**config.mk**
```make
export PLATFORM = sky130hd
export DESIGN_NAME = cbus_axi_bridge_flat
export DESIGN_NICKNAME = d
export VERILOG_FILES = /design/src/rtl/cbus_pkg.sv /design/src/rtl/cbus_axi_bridge_if.sv /design/src/rtl/cbus_axi_bridge_beat_counter.sv /design/src/rtl/cbus_axi_bridge.sv /design/src/flat_wrapper.sv
export SDC_FILE = /design/constraint.sdc
export NUM_CORES = 1
export LEC_CHECK = 0
export CAP_MARGIN = 30
export CORE_AREA = 5 5 149 151
export CTS_CLUSTER_DIAMETER = 200
export CTS_CLUSTER_SIZE = 12
export DETAILED_ROUTE_END_ITERATION = 7
export DIE_AREA = 0 0 154 156
export PLACE_DENSITY = 0.63
export REMOVE_ABC_BUFFERS = 1
export SLEW_MARGIN = 10
export SYNTH_ARGS = -nofsm -noshare
export SYNTH_HDL_FRONTEND = slang
export SYNTH_SLANG_ARGS = --single-unit
```
**constraint.sdc**
```tcl
create_clock -name aclk -period 4.1 [get_ports aclk]
set_input_delay 0.82 -clock aclk [delete_from_list [all_inputs] [get_ports aclk]]
set_output_delay 0.82 -clock aclk [all_outputs]
set_load 0.005 [all_outputs]
```
**src/rtl/cbus_pkg.sv**
```systemverilog
// Shared types and constants for the cache-bus to AXI3 bridge.
// CBus data/strobe fields are sized for the widest supported bus; narrower builds use the low bits.
package cbus_pkg;

  localparam int unsigned CBUS_MAX_DATA_W = 64;
  localparam logic [1:0]  AXI_BURST_INCR  = 2'b01;
  localparam logic [1:0]  AXI_RESP_OKAY   = 2'b00;

  typedef struct packed {
    logic                           valid;
    logic                           is_write;
    logic [2:0]                     size;
    logic [31:0]                    addr;
    logic [CBUS_MAX_DATA_W/8-1:0]   strobe;
    logic [CBUS_MAX_DATA_W-1:0]     data;
    logic [3:0]                     len;
  } cbus_req_t;

  typedef struct packed {
    logic                       ready;
    logic                       last;
    logic [CBUS_MAX_DATA_W-1:0] data;
  } cbus_resp_t;

  typedef enum logic [2:0] {
    ST_IDLE,
    ST_AR,
    ST_R,
    ST_AW,
    ST_W,
    ST_B
  } bridge_state_t;

endpackage

```
**src/rtl/cbus_axi_bridge_if.sv**
```systemverilog
// AXI3 channel bundle between the bridge (master) and the interconnect (slave).
interface cbus_axi_bridge_if #(
  parameter int unsigned ID_W   = 4,
  parameter int unsigned DATA_W = 32
);
  logic [ID_W-1:0]     arid;
  logic [31:0]         araddr;
  logic [3:0]          arlen;
  logic [2:0]          arsize;
  logic [1:0]          arburst;
  logic [1:0]          arlock;
  logic [3:0]          arcache;
  logic [2:0]          arprot;
  logic                arvalid;
  logic                arready;

  logic [ID_W-1:0]     rid;
  logic [DATA_W-1:0]   rdata;
  logic [1:0]          rresp;
  logic                rlast;
  logic                rvalid;
  logic                rready;

  logic [ID_W-1:0]     awid;
  logic [31:0]         awaddr;
  logic [3:0]          awlen;
  logic [2:0]          awsize;
  logic [1:0]          awburst;
  logic [1:0]          awlock;
  logic [3:0]          awcache;
  logic [2:0]          awprot;
  logic                awvalid;
  logic                awready;

  logic [ID_W-1:0]     wid;
  logic [DATA_W-1:0]   wdata;
  logic [DATA_W/8-1:0] wstrb;
  logic                wlast;
  logic                wvalid;
  logic                wready;

  logic [ID_W-1:0]     bid;
  logic [1:0]          bresp;
  logic                bvalid;
  logic                bready;

  modport master (
    output arid, araddr, arlen, arsize, arburst, arlock, arcache, arprot, arvalid,
    input  arready,
    input  rid, rdata, rresp, rlast, rvalid,
    output rready,
    output awid, awaddr, awlen, awsize, awburst, awlock, awcache, awprot, awvalid,
    input  awready,
    output wid, wdata, wstrb, wlast, wvalid,
    input  wready,
    input  bid, bresp, bvalid,
    output bready
  );

  modport slave (
    input  arid, araddr, arlen, arsize, arburst, arlock, arcache, arprot, arvalid,
    output arready,
    output rid, rdata, rresp, rlast, rvalid,
    input  rready,
    input  awid, awaddr, awlen, awsize, awburst, awlock, awcache, awprot, awvalid,
    output awready,
    input  wid, wdata, wstrb, wlast, wvalid,
    output wready,
    output bid, bresp, bvalid,
    input  bready
  );

endinterface

```
**src/rtl/cbus_axi_bridge_beat_counter.sv**
```systemverilog
// Write beat counter: loaded with beats-1 at acceptance, advanced per W handshake.
module axi_beat_counter (
  input  logic       clk,
  input  logic       rst_n,
  input  logic       load,
  input  logic [3:0] len,
  input  logic       inc,
  output logic       last
);

  logic [3:0] cnt_q;
  logic [3:0] len_q;

  always_ff @(posedge clk or negedge rst_n) begin
    if (!rst_n) begin
      cnt_q <= '0;
      len_q <= '0;
    end else if (load) begin
      cnt_q <= '0;
      len_q <= len;
    end else if (inc) begin
      cnt_q <= cnt_q + 4'd1;
    end
  end

  assign last = (cnt_q == len_q);

endmodule

```
**src/rtl/cbus_axi_bridge.sv**
```systemverilog
// Converts one CBus transaction (single beat or INCR burst) into AXI3 master activity.
// One transaction outstanding; sticky bus_err on non-OKAY responses or oversized len.
module cbus_axi_bridge
  import cbus_pkg::*;
#(
  parameter int unsigned ID_W    = 4,
  parameter int unsigned AXI_ID  = 0,
  parameter int unsigned DATA_W  = 32,
  parameter int unsigned MAX_LEN = 16
) (
  input  logic                     aclk,
  input  logic                     aresetn,
  input  cbus_req_t                creq,
  output cbus_resp_t               cresp,
  output logic                     bus_err,
  input  logic                     err_clr,
  cbus_axi_bridge_if.master        axi
);

  localparam logic [ID_W-1:0] ID        = ID_W'(AXI_ID);
  localparam logic [4:0]      MAX_LEN_W = 5'(MAX_LEN);
  localparam logic [3:0]      LEN_CLAMP = 4'(MAX_LEN - 1);

  bridge_state_t state_q, state_d;

  logic [31:0] addr_q;
  logic [2:0]  size_q;
  logic [3:0]  len_q;
  logic [1:0]  burst_q;

  logic       accept;
  logic       len_over;
  logic [3:0] len_eff;
  logic       r_beat;
  logic       w_hs;
  logic       w_last;
  logic       b_hs;
  logic       err_set;
  logic       unused_hi_bits;

  assign accept   = (state_q == ST_IDLE) && creq.valid;
  assign len_over = ({1'b0, creq.len} >= MAX_LEN_W);
  assign len_eff  = len_over ? LEN_CLAMP : creq.len;

  // Responses carrying a foreign id are consumed (rready/bready high) but otherwise ignored.
  assign r_beat = (state_q == ST_R) && axi.rvalid && (axi.rid == ID);
  assign w_hs   = (state_q == ST_W) && axi.wready;
  assign b_hs   = (state_q == ST_B) && axi.bvalid && (axi.bid == ID);

  assign err_set = (accept && len_over)
                 || (r_beat && (axi.rresp != AXI_RESP_OKAY))
                 || (b_hs   && (axi.bresp != AXI_RESP_OKAY));

  assign unused_hi_bits = ^{creq.data, creq.strobe};

  axi_beat_counter u_beat_cnt (
    .clk   (aclk),
    .rst_n (aresetn),
    .load  (accept),
    .len   (len_eff),
    .inc   (w_hs),
    .last  (w_last)
  );

  always_ff @(posedge aclk or negedge aresetn) begin
    if (!aresetn) begin
      state_q <= ST_IDLE;
    end else begin
      state_q <= state_d;
    end
  end

  always_comb begin
    state_d = state_q;
    unique case (state_q)
      ST_IDLE: if (creq.valid)        state_d = creq.is_write ? ST_AW : ST_AR;
      ST_AR:   if (axi.arready)       state_d = ST_R;
      ST_R:    if (r_beat && axi.rlast) state_d = ST_IDLE;
      ST_AW:   if (axi.awready)       state_d = ST_W;
      ST_W:    if (w_hs && w_last)    state_d = ST_B;
      ST_B:    if (b_hs)              state_d = ST_IDLE;
      default:                        state_d = ST_IDLE;
    endcase
  end

  always_comb begin
    axi.arvalid = 1'b0;
    axi.rready  = 1'b0;
    axi.awvalid = 1'b0;
    axi.wvalid  = 1'b0;
    axi.wdata   = '0;
    axi.wstrb   = '0;
    axi.wlast   = 1'b0;
    axi.bready  = 1'b0;
    cresp       = '0;
    unique case (state_q)
      ST_AR: axi.arvalid = 1'b1;
      ST_R: begin
        axi.rready = 1'b1;
        if (r_beat) begin
          cresp.ready             = 1'b1;
          cresp.last              = axi.rlast;
          cresp.data[DATA_W-1:0]  = axi.rdata;
        end
      end
      ST_AW: axi.awvalid = 1'b1;
      ST_W: begin
        axi.wvalid  = 1'b1;
        axi.wdata   = creq.data[DATA_W-1:0];
        axi.wstrb   = creq.strobe[DATA_W/8-1:0];
        axi.wlast   = w_last;
        cresp.ready = w_hs && !w_last;
      end
      ST_B: begin
        axi.bready = 1'b1;
        if (b_hs) begin
          cresp.ready = 1'b1;
          cresp.last  = 1'b1;
        end
      end
      default: ;
    endcase
  end

  always_ff @(posedge aclk or negedge aresetn) begin
    if (!aresetn) begin
      addr_q  <= '0;
      size_q  <= '0;
      len_q   <= '0;
      burst_q <= '0;
    end else if (accept) begin
      addr_q  <= creq.addr;
      size_q  <= creq.size;
      len_q   <= len_eff;
      burst_q <= AXI_BURST_INCR;
    end
  end

  // A new error in the same cycle as err_clr keeps the flag set.
  always_ff @(posedge aclk or negedge aresetn) begin
    if (!aresetn) begin
      bus_err <= 1'b0;
    end else if (err_set) begin
      bus_err <= 1'b1;
    end else if (err_clr) begin
      bus_err <= 1'b0;
    end
  end

  assign axi.arid    = ID;
  assign axi.araddr  = addr_q;
  assign axi.arlen   = len_q;
  assign axi.arsize  = size_q;
  assign axi.arburst = burst_q;
  assign axi.arlock  = '0;
  assign axi.arcache = '0;
  assign axi.arprot  = '0;

  assign axi.awid    = ID;
  assign axi.awaddr  = addr_q;
  assign axi.awlen   = len_q;
  assign axi.awsize  = size_q;
  assign axi.awburst = burst_q;
  assign axi.awlock  = '0;
  assign axi.awcache = '0;
  assign axi.awprot  = '0;

  assign axi.wid     = ID;

endmodule

```
**src/flat_wrapper.sv**
```systemverilog
// flat-port wrapper written by rule: the top's interface ports become plain ports
module cbus_axi_bridge_flat import cbus_pkg::*;
#(
  parameter int unsigned ID_W    = 4,
  parameter int unsigned AXI_ID  = 0,
  parameter int unsigned DATA_W  = 32,
  parameter int unsigned MAX_LEN = 16
)
  (aclk, aresetn, creq, cresp, bus_err, err_clr, axi_arid, axi_araddr, axi_arlen, axi_arsize, axi_arburst, axi_arlock, axi_arcache, axi_arprot, axi_arvalid, axi_arready, axi_rid, axi_rdata, axi_rresp, axi_rlast, axi_rvalid, axi_rready, axi_awid, axi_awaddr, axi_awlen, axi_awsize, axi_awburst, axi_awlock, axi_awcache, axi_awprot, axi_awvalid, axi_awready, axi_wid, axi_wdata, axi_wstrb, axi_wlast, axi_wvalid, axi_wready, axi_bid, axi_bresp, axi_bvalid, axi_bready);
  cbus_axi_bridge_if #(.ID_W(ID_W), .DATA_W(DATA_W)) axi_i ();
  input  logic aclk;
  input  logic aresetn;
  input  cbus_req_t creq;
  output cbus_resp_t cresp;
  output logic bus_err;
  input  logic err_clr;
  output wire logic [$bits(axi_i.arid)-1:0] axi_arid;
  output wire logic [$bits(axi_i.araddr)-1:0] axi_araddr;
  output wire logic [$bits(axi_i.arlen)-1:0] axi_arlen;
  output wire logic [$bits(axi_i.arsize)-1:0] axi_arsize;
  output wire logic [$bits(axi_i.arburst)-1:0] axi_arburst;
  output wire logic [$bits(axi_i.arlock)-1:0] axi_arlock;
  output wire logic [$bits(axi_i.arcache)-1:0] axi_arcache;
  output wire logic [$bits(axi_i.arprot)-1:0] axi_arprot;
  output wire logic [$bits(axi_i.arvalid)-1:0] axi_arvalid;
  input wire logic [$bits(axi_i.arready)-1:0] axi_arready;
  input wire logic [$bits(axi_i.rid)-1:0] axi_rid;
  input wire logic [$bits(axi_i.rdata)-1:0] axi_rdata;
  input wire logic [$bits(axi_i.rresp)-1:0] axi_rresp;
  input wire logic [$bits(axi_i.rlast)-1:0] axi_rlast;
  input wire logic [$bits(axi_i.rvalid)-1:0] axi_rvalid;
  output wire logic [$bits(axi_i.rready)-1:0] axi_rready;
  output wire logic [$bits(axi_i.awid)-1:0] axi_awid;
  output wire logic [$bits(axi_i.awaddr)-1:0] axi_awaddr;
  output wire logic [$bits(axi_i.awlen)-1:0] axi_awlen;
  output wire logic [$bits(axi_i.awsize)-1:0] axi_awsize;
  output wire logic [$bits(axi_i.awburst)-1:0] axi_awburst;
  output wire logic [$bits(axi_i.awlock)-1:0] axi_awlock;
  output wire logic [$bits(axi_i.awcache)-1:0] axi_awcache;
  output wire logic [$bits(axi_i.awprot)-1:0] axi_awprot;
  output wire logic [$bits(axi_i.awvalid)-1:0] axi_awvalid;
  input wire logic [$bits(axi_i.awready)-1:0] axi_awready;
  output wire logic [$bits(axi_i.wid)-1:0] axi_wid;
  output wire logic [$bits(axi_i.wdata)-1:0] axi_wdata;
  output wire logic [$bits(axi_i.wstrb)-1:0] axi_wstrb;
  output wire logic [$bits(axi_i.wlast)-1:0] axi_wlast;
  output wire logic [$bits(axi_i.wvalid)-1:0] axi_wvalid;
  input wire logic [$bits(axi_i.wready)-1:0] axi_wready;
  input wire logic [$bits(axi_i.bid)-1:0] axi_bid;
  input wire logic [$bits(axi_i.bresp)-1:0] axi_bresp;
  input wire logic [$bits(axi_i.bvalid)-1:0] axi_bvalid;
  output wire logic [$bits(axi_i.bready)-1:0] axi_bready;
  assign axi_arid = axi_i.arid;
  assign axi_araddr = axi_i.araddr;
  assign axi_arlen = axi_i.arlen;
  assign axi_arsize = axi_i.arsize;
  assign axi_arburst = axi_i.arburst;
  assign axi_arlock = axi_i.arlock;
  assign axi_arcache = axi_i.arcache;
  assign axi_arprot = axi_i.arprot;
  assign axi_arvalid = axi_i.arvalid;
  assign axi_i.arready = axi_arready;
  assign axi_i.rid = axi_rid;
  assign axi_i.rdata = axi_rdata;
  assign axi_i.rresp = axi_rresp;
  assign axi_i.rlast = axi_rlast;
  assign axi_i.rvalid = axi_rvalid;
  assign axi_rready = axi_i.rready;
  assign axi_awid = axi_i.awid;
  assign axi_awaddr = axi_i.awaddr;
  assign axi_awlen = axi_i.awlen;
  assign axi_awsize = axi_i.awsize;
  assign axi_awburst = axi_i.awburst;
  assign axi_awlock = axi_i.awlock;
  assign axi_awcache = axi_i.awcache;
  assign axi_awprot = axi_i.awprot;
  assign axi_awvalid = axi_i.awvalid;
  assign axi_i.awready = axi_awready;
  assign axi_wid = axi_i.wid;
  assign axi_wdata = axi_i.wdata;
  assign axi_wstrb = axi_i.wstrb;
  assign axi_wlast = axi_i.wlast;
  assign axi_wvalid = axi_i.wvalid;
  assign axi_i.wready = axi_wready;
  assign axi_i.bid = axi_bid;
  assign axi_i.bresp = axi_bresp;
  assign axi_i.bvalid = axi_bvalid;
  assign axi_bready = axi_i.bready;
  cbus_axi_bridge #(.ID_W(ID_W), .AXI_ID(AXI_ID), .DATA_W(DATA_W), .MAX_LEN(MAX_LEN)) u_core (.aclk(aclk), .aresetn(aresetn), .creq(creq), .cresp(cresp), .bus_err(bus_err), .err_clr(err_clr), .axi(axi_i));
endmodule
```
# Yosys cells after proc, flatten, opt, wreduce, memory -nomap -nowiden
# Index checks and enable logic that the tools add are counted.
# word_totals
out_inout_bits	221
mem_bits_rw	0
in_bits	166
rom_bits	0
latchBits	0
memories	0
wordCells	67
reg_bits	48
# op_classes
div_mod_pow	0
n_eq_ne	12
reduce_logical	21
mux	26
mul	0
add_sub_neg	1
bitwise	0
shift	0
order_cmp	0
# ops
operator	count
$mux 32	3
$mux 3	6
$pmux 3 s6	1
$mux 4	3
$logic_and 1x1->1	11
$ne 2x2->1 const B	5
$logic_not 4->1	2
$mux 1	8
$reduce_bool 2->1	4
$eq 3x2->1 const B	2
$eq 3x3->1 const B	2
$mux 2	3
$reduce_and 6->1	1
$add 4x1->4 const B	1
$eq 4x4->1	1
$eq 3x1->1 const B	1
$logic_not 3->1	1
$pmux 1 s3	1
$ne 2x1->1 const B	1
$pmux 1 s2	1
$logic_not 1->1	1
$logic_or 1x1->1	1

# Depth between registers and ports, before layout
# Gate-level depths: netlist of the first run.
# logic_depth
ltp_word	6
ltp_mapped	7
mapped_depth_nobuf	4

# By module
# A second synthesis of the first run with hierarchy kept.
# hier_totals
cells_unflattened	341
hier_area_um2	3517.1
# modules_own_cells
mod	instances	seq_area_each_um2	cells_each	area_per_inst_um2
cbus_axi_bridge	1	1101.1	311	3136.8
axi_beat_counter	1	200.2	30	380.4

# Worst setup path before layout of the first run
# Ideal clock, no wire load.
# synth_timing
kind	input port to output port
start	input port axi_rid[1]
end	output port cresp[23] (netlist bit)
t_arrival_ps	1678
setup_slack_ps	1602
required_time_ps	3280
path_buffers	2
cell_stages	5
cell_sequence	nor4_1 and4b_1 buf_6 buf_6 and2_1
# synth_lines
element	line_no	rtl
start, declared	flat_wrapper.sv:27	input wire logic [$bits(axi_i.rid)-1:0] axi_rid;
end, declared	flat_wrapper.sv:14	output cbus_resp_t cresp;

==> results of run 1 <==
==> per-stage QoR <==
step	total power, mW	hold WS [ns]	cell area, sq um	worst slack (ns)	cells
floorplan	1.40	0.512	2670	0.261	274
global placement	2.64	0.508	5930	0.455	842
detailed placement	2.66	0.511	5930	0.458	842
CTS	3.12	0.536	6080	0.444	849
global route	3.26	0.551	6080	0.318	849
finish	3.04	0.528	6080	0.433	849
==> worst max-delay path, cell delays in order <==
cell and delay (ns):
clkdlybuf4s50_1 0.41, nor4_1 0.35, and4b_1 0.23, buf_4 0.29, a21oi_1 0.07, nand2_1 0.10
clkdlybuf4s50_1 0.56
==> Yosys cell counts (all sizes together), types with 2 or more instances <==
cell type,instances,area [sq um]
o21ai,3,15.0
a21oi,2,10.0
nor4,2,12.5
and3,37,231
xnor2,5,43.8
dfrtp,48,1200
mux2,39,439
nand2b,3,21.3
nand2,5,18.8
nor3,2,10.0
inv,2,7.51
buf,115,897
nand4,2,12.5
xor2,2,17.5
and2,32,200
clkbuf,8,32.5
nor2,9,36.3
==> final timing paths <==
path                                                      to  cells after the start  slack (ns)                             start
min in group aclk           u_core.axi.araddr[2]$_DFFE_PN0P_                      1        0.53  u_core.axi.araddr[2]$_DFFE_PN0P_
min                          u_core.axi.arlen[0]$_DFFE_PN0P_                      1        0.53                           aresetn
min reg2reg                 u_core.axi.araddr[2]$_DFFE_PN0P_                      1        0.53  u_core.axi.araddr[2]$_DFFE_PN0P_
max reg2reg                u_core.axi.araddr[16]$_DFFE_PN0P_                      3        2.14     u_core.state_q[0]$_DFFE_PN0P_
max in group asynchronous   u_core.axi.araddr[5]$_DFFE_PN0P_                      2        2.81                           aresetn
max                                                cresp[65]                      7        0.43                        axi_rid[1]
==> sequential cells by signal, indices dropped and copies added (netlist names) <==
signal / cells
u_core.state_q: 3
u_core.axi.arsize: 3
u_core.axi.arburst: 1
u_core.u_beat_cnt.cnt_q: 4
u_core.axi.araddr: 32
u_core.axi.arlen: 4
u_core.bus_err: 1
==> per-layer routing <==
metal / track usage (%) / wire [um] / vias up
met5: 0 / 0 / -
met4: 2.99 / 255 / 0
met3: 3.16 / 1170 / 11
met2: 16.3 / 6260 / 180
met1: 10.5 / 4830 / 1402
li1: - / - / 1419
==> cell families after synthesis <==
logic type,after synthesis,share of synthesized area [%]
compound gates,10,2.08
xor+xnor,7,1.82
fa+ha+maj,1,0.372
buf+inv,125,27.9
flops,48,35.7
mux,40,13.4
other cells,1,0.112
simple gates,102,18.6
==> layout make-up <==
cell class,instances,share of cell area (%)
well taps,275,5.66
flip-flops and latches,48,19.8
repair buffers,293,47.9
clock buffers,6,2.28
multi-input cells,224,24.2
inverters,2,0.123
clock inverters,1,0.144
==> where the power goes <==
part | leakage [nW] | internal [mW] | switching (mW) | total (mW)
logic | 1.92 | 1.16 | 0.534 | 1.70
clock network | 0.0729 | 0.241 | 0.188 | 0.429
registers | 0.576 | 0.692 | 0.225 | 0.918
==> placed cells by master (no fill, tap or decap), types with 2 or more instances in the layout <==
cell             synthesis  final
a21oi_1                  2      2
and2_1                  32     32
and3_1                  37     37
buf_4                  106      7
clkbuf_16                0      5
clkdlybuf4s50_1          0    285
conb_1                   1     64
dfrtp_1                 48     48
inv_1                    2      2
mux2_1                   7      7
mux2_2                  32     32
nand2_1                  5      5
nand2b_1                 2      2
nand4_1                  2      2
nor2_1                   8      8
nor3_1                   2      2
nor4_1                   2      2
o21ai_0                  3      3
xnor2_1                  5      5
xor2_1                   2      2
==> flow_summary.json, run 1 <==
{
  "clkLatencyLatePin_ns": 0.30,
  "layout.nets": 741,
  "avgSynthCellArea_sq_um": 10.1,
  "routed_wl_um": 12500,
  "cts_tree": "built",
  "cts_resized": 0,
  "async_flop_share_pct": 100,
  "clockBufferDepth": 2,
  "pin_count": 387,
  "area_growth_pct": 80.9,
  "start_util_pct": 16.2,
  "period_share_pct": 89.4,
  "drv_slew": 0,
  "die_w_um": 154,
  "drtIter0Drc": 125,
  "synth-seq-area-share_pct": 35.7,
  "synth_cell_types": 40,
  "cap_violations": 0,
  "synth-seq-cells": 48,
  "synth_cells": 334,
  "crit_path_end_kind": "output pin",
  "finalSetupTns_ns": 0,
  "utilization_pct": 29.4,
  "worstPathArrival_ns": 2.85,
  "ys_warn_count": 0,
  "tightest_slew_ns": 0.624,
  "drive_above_1_share_pct": 9.06,
  "outcome": "finished clean",
  "fillers": 2152,
  "core_sq_um": 20700,
  "finalSetupViolCount": 0,
  "period_needed_ns": 3.67,
  "maxSlewHeadroom_pct": 58.4,
  "clock-root-buffer": "clkbuf_16",
  "antenna_found_initial": 0,
  "route.detailed.drc": 0,
  "dr.pass1.iters": 4,
  "synth_edf_count": 0,
  "overflow": 0,
  "post_cts_buffers": 0,
  "track_usage_pct": 9.24,
  "cts_hold_buf": 0,
  "power_density_nw_per_um2": 500,
  "die_h_um": 156,
  "synthFlopType": "dfrtp_1",
  "std_cell_rows": 53,
  "peakVddDrop_v": 0.000287,
  "max_freq_mhz": 273,
  "seq_area_sq_um": 1200,
  "final.setup_skew_ns": 0.00618,
  "cts_sinks": 48,
  "grt_pass1_vias": 3051,
  "gp_congestion": 0.771,
  "cp_max_fo": 35,
  "multi_input_area_sq_um": 1470,
  "cts.htree.levels": 2,
  "crit_type": "input port to output pin",
  "route.antenna.remaining_nets": 0,
  "clk_pin_slew_worst_paths_ns": 0.07,
  "min-delay-path-class": "input port to async pin",
  "drt-vias-per-instance": 3.55,
  "cp.required_ns": 3.28,
  "cp-start-kind": "input port",
  "numCtsBuffers": 5,
  "grt_pass1_wl_um": 17400,
  "grt_max_degree": 46,
  "wl_per_cell_um": 14.7,
  "dp_hpwl_um": 10200,
  "p_leak_nw": 2.57,
  "portBuffers": 286,
  "antenna_cells": 0,
  "dr_total_vias": 3012,
  "rsz0062_at_grt": "no",
  "hold_viol_final": 0,
  "die_area_sq_um": 24000,
  "syn_area_sq_um": 3360
}
Note: power is estimated with default switching activity, not from simulation.
==> run 2: changes to the inputs <==
--- a/config.mk
+++ b/config.mk
@@ -11,6 +11,7 @@
 export CTS_CLUSTER_SIZE = 12
 export DETAILED_ROUTE_END_ITERATION = 7
 export DIE_AREA = 0 0 154 156
+export GPL_TIMING_DRIVEN = 0
 export PLACE_DENSITY = 0.63
 export REMOVE_ABC_BUFFERS = 1
 export SLEW_MARGIN = 10
==> run 2 against run 1 <==
Net effect: sequential power grew 0.7%; non-clock buffer count grew 1; worst hold slack got worse by 0.0027 ns; first-iteration DRC count grew 7.2%; largest cell class unchanged.
==> flow_summary.json, run 2 (same netlist as run 1, synthesis figures left out) <==
{
  "final_cell_mix": "clkdlybuf4s50_1 (285), conb_1 (64), dfrtp_1 (48)",
  "final-instance-count-excl-fill": 851,
  "min-delay-path-class": "flip-flop to flip-flop",
  "hold_viol_final": 0,
  "die_w_um": 154,
  "overflow": 0,
  "swShare_pct": 31.3,
  "finalPower_mw": 3.09,
  "path_cells": "clkdlybuf4s50_1 -> nor4_1 -> and4b_2 -> and2_1 -> clkdlybuf4s50_1",
  "std_cell_rows": 53,
  "drive_above_1_share_pct": 9.72,
  "drt-vias-per-instance": 3.52,
  "die_h_um": 156,
  "cp.required_ns": 3.28,
  "cts_tree": "built",
  "crit_path_end_kind": "output pin",
  "peakVddDrop_v": 0.000276,
  "dr_total_vias": 2994,
  "antenna_found_initial": 0,
  "p_seq_share_pct": 29.9,
  "power_density_nw_per_um2": 504,
  "r2r_cells": 4,
  "max_freq_mhz": 267,
  "period_needed_ns": 3.75,
  "clk_pin_slew_worst_paths_ns": 0.07,
  "maxSlewHeadroom_pct": 54.9,
  "outcome": "finished clean",
  "power.internal_mw": 2.12,
  "whs_endpoint": "u_core.axi.araddr[4]$_DFFE_PN0P_",
  "portBuffers": 286,
  "largest_reg_flops": 32,
  "track_usage_pct": 9.48,
  "start_util_pct": 16.2,
  "crit_slowest_cell": "and4b_2",
  "drtIter0Drc": 134,
  "hp-start": "u_core.axi.araddr[4]$_DFFE_PN0P_",
  "layout_commonest_cell": "clkdlybuf4s50_1",
  "grt_pass1_vias": 2990,
  "period_share_pct": 91.4,
  "timing.rr.start": "u_core.state_q[0]$_DFFE_PN0P_",
  "grt_pass1_wl_um": 17800,
  "post-place-ws_ns": 0.0412,
  "layout.nets": 743,
  "drv_slew": 0,
  "routed_wl_um": 12600,
  "rrSetupSlack_ns": 1.89,
  "cp-start-kind": "input port",
  "die_area_sq_um": 24000,
  "finalSetupViolCount": 0,
  "worstPathArrival_ns": 2.93,
  "dp_hpwl_um": 10400,
  "crit_type": "input port to output pin",
  "placed_cell_area_sq_um": 5970,
  "final.setup_skew_ns": 0.00493,
  "crit_path_frequent_cell": "clkdlybuf4s50_1",
  "hold_depth": 1,
  "pin_count": 387,
  "rsz0062_at_grt": "no",
  "cts_sinks": 48,
  "utilization_pct": 29.6,
  "fin_area_sq_um": 6130,
  "pwr-share-comb_pct": 56.1,
  "cp-startpoint": "axi_rid[1]",
  "clkLatencyLatePin_ns": 0.29,
  "route.antenna.remaining_nets": 0,
  "cap_violations": 0,
  "p_switching_uw": 969,
  "cp_max_fo": 35,
  "clockBufferDepth": 2,
  "clock_power_share_pct": 14.0,
  "p_leak_nw": 2.58,
  "cp_slowest_stage_delay_ns": 0.62,
  "gp_congestion": 0.769,
  "setup_slack_ns": 0.352,
  "route.detailed.drc": 0,
  "dp_cells": 842,
  "cts_hold_buf": 0,
  "cts.htree.levels": 2,
  "area_growth_pct": 82.5,
  "grt_max_degree": 43,
  "core_sq_um": 20700,
  "tightest_slew_ns": 0.673,
  "clock-root-buffer": "clkbuf_16",
  "wl_per_cell_um": 14.8,
  "dr.pass1.iters": 4,
  "numCtsBuffers": 5,
  "antenna_cells": 0,
  "reg2reg_to": "u_core.axi.arlen[0]$_DFFE_PN0P_"
}
-- run 2: worst max-delay path: cells and delay by family --
family,cells,cell delay (ns)
buffers and inverters,2,0.93
AND/OR/NAND/NOR,3,1.19
-- run 2: final cells by class --
type,instances,area [sq um]
fill,2163,14600
timing repair buffer,294,2950
multi-input combinational,224,1470
sequential,48,1200
tap,275,344
clock buffer,6,139
inverter,2,11.3
clock inverter,1,8.76
timing repair inverter,1,5.00
-- run 2: metrics by stage --
stage / setup TNS, ns / hold slack (ns)
after detailed placement: 0 / 0.519
after CTS: 0 / 0.539
final: 0 / 0.526
after floorplan: 0 / 0.512
after global routing: 0 / 0.546
after global placement: -86.63 / 0.507
-- run 2: power groups by stage --
stage / registers [mW] / logic (mW) / clock network, mW
detailed placement: 0.933 / 1.75 / 0
global route: 0.971 / 1.87 / 0.481
global placement: 0.924 / 1.71 / 0
finish: 0.924 / 1.73 / 0.434
CTS: 0.929 / 1.76 / 0.463
floorplan: 0.921 / 0.479 / 0
-- run 2: repair_timing --
| item | CTS | global route |
|---|---|---|
| endpoints found under the setup margin | 34 | 34 |
| buffers inserted | 0 | 0 |
| hold endpoints to repair | 0 | 0 |
| gates cloned | 0 | 1 |
| gates resized for setup | 1 | 1 |
-- run 2: worst max path at each step --
stage | end | slack, ns | depth (start not counted)
2_1_floorplan | u_core.axi.araddr[10]$_DFFE_PN0P_ | 0.26 | 2
5_1_grt | cresp[65] | 0.13 | 5
3_5_place_dp | cresp[16] | 0.04 | 5
4_1_cts | cresp[65] | 0.15 | 5
3_3_place_gp | u_core.axi.araddr[19]$_DFFE_PN0P_ | -2.00 | 3
6_report | cresp[16] | 0.35 | 5
-- run 2: metal layers --
layer | routed length [um] | global-route usage (%) | up-vias
li1 | - | - | 1423
met1 | 4860 | 11.2 | 1390
met2 | 6580 | 16.9 | 174
met3 | 1100 | 3.05 | 7
met4 | 85 | 1.89 | 0
met5 | 0 | 0 | -
==> run 3: changes to the inputs <==
--- a/config.mk
+++ b/config.mk
@@ -18,3 +18,4 @@
 export SYNTH_ARGS = -nofsm -noshare
 export SYNTH_HDL_FRONTEND = slang
 export SYNTH_SLANG_ARGS = --single-unit
+export TNS_END_PERCENT = 5
==> results of run 3 <==
Same layout as run 2: the final DEF is identical, and so are final timing and power.
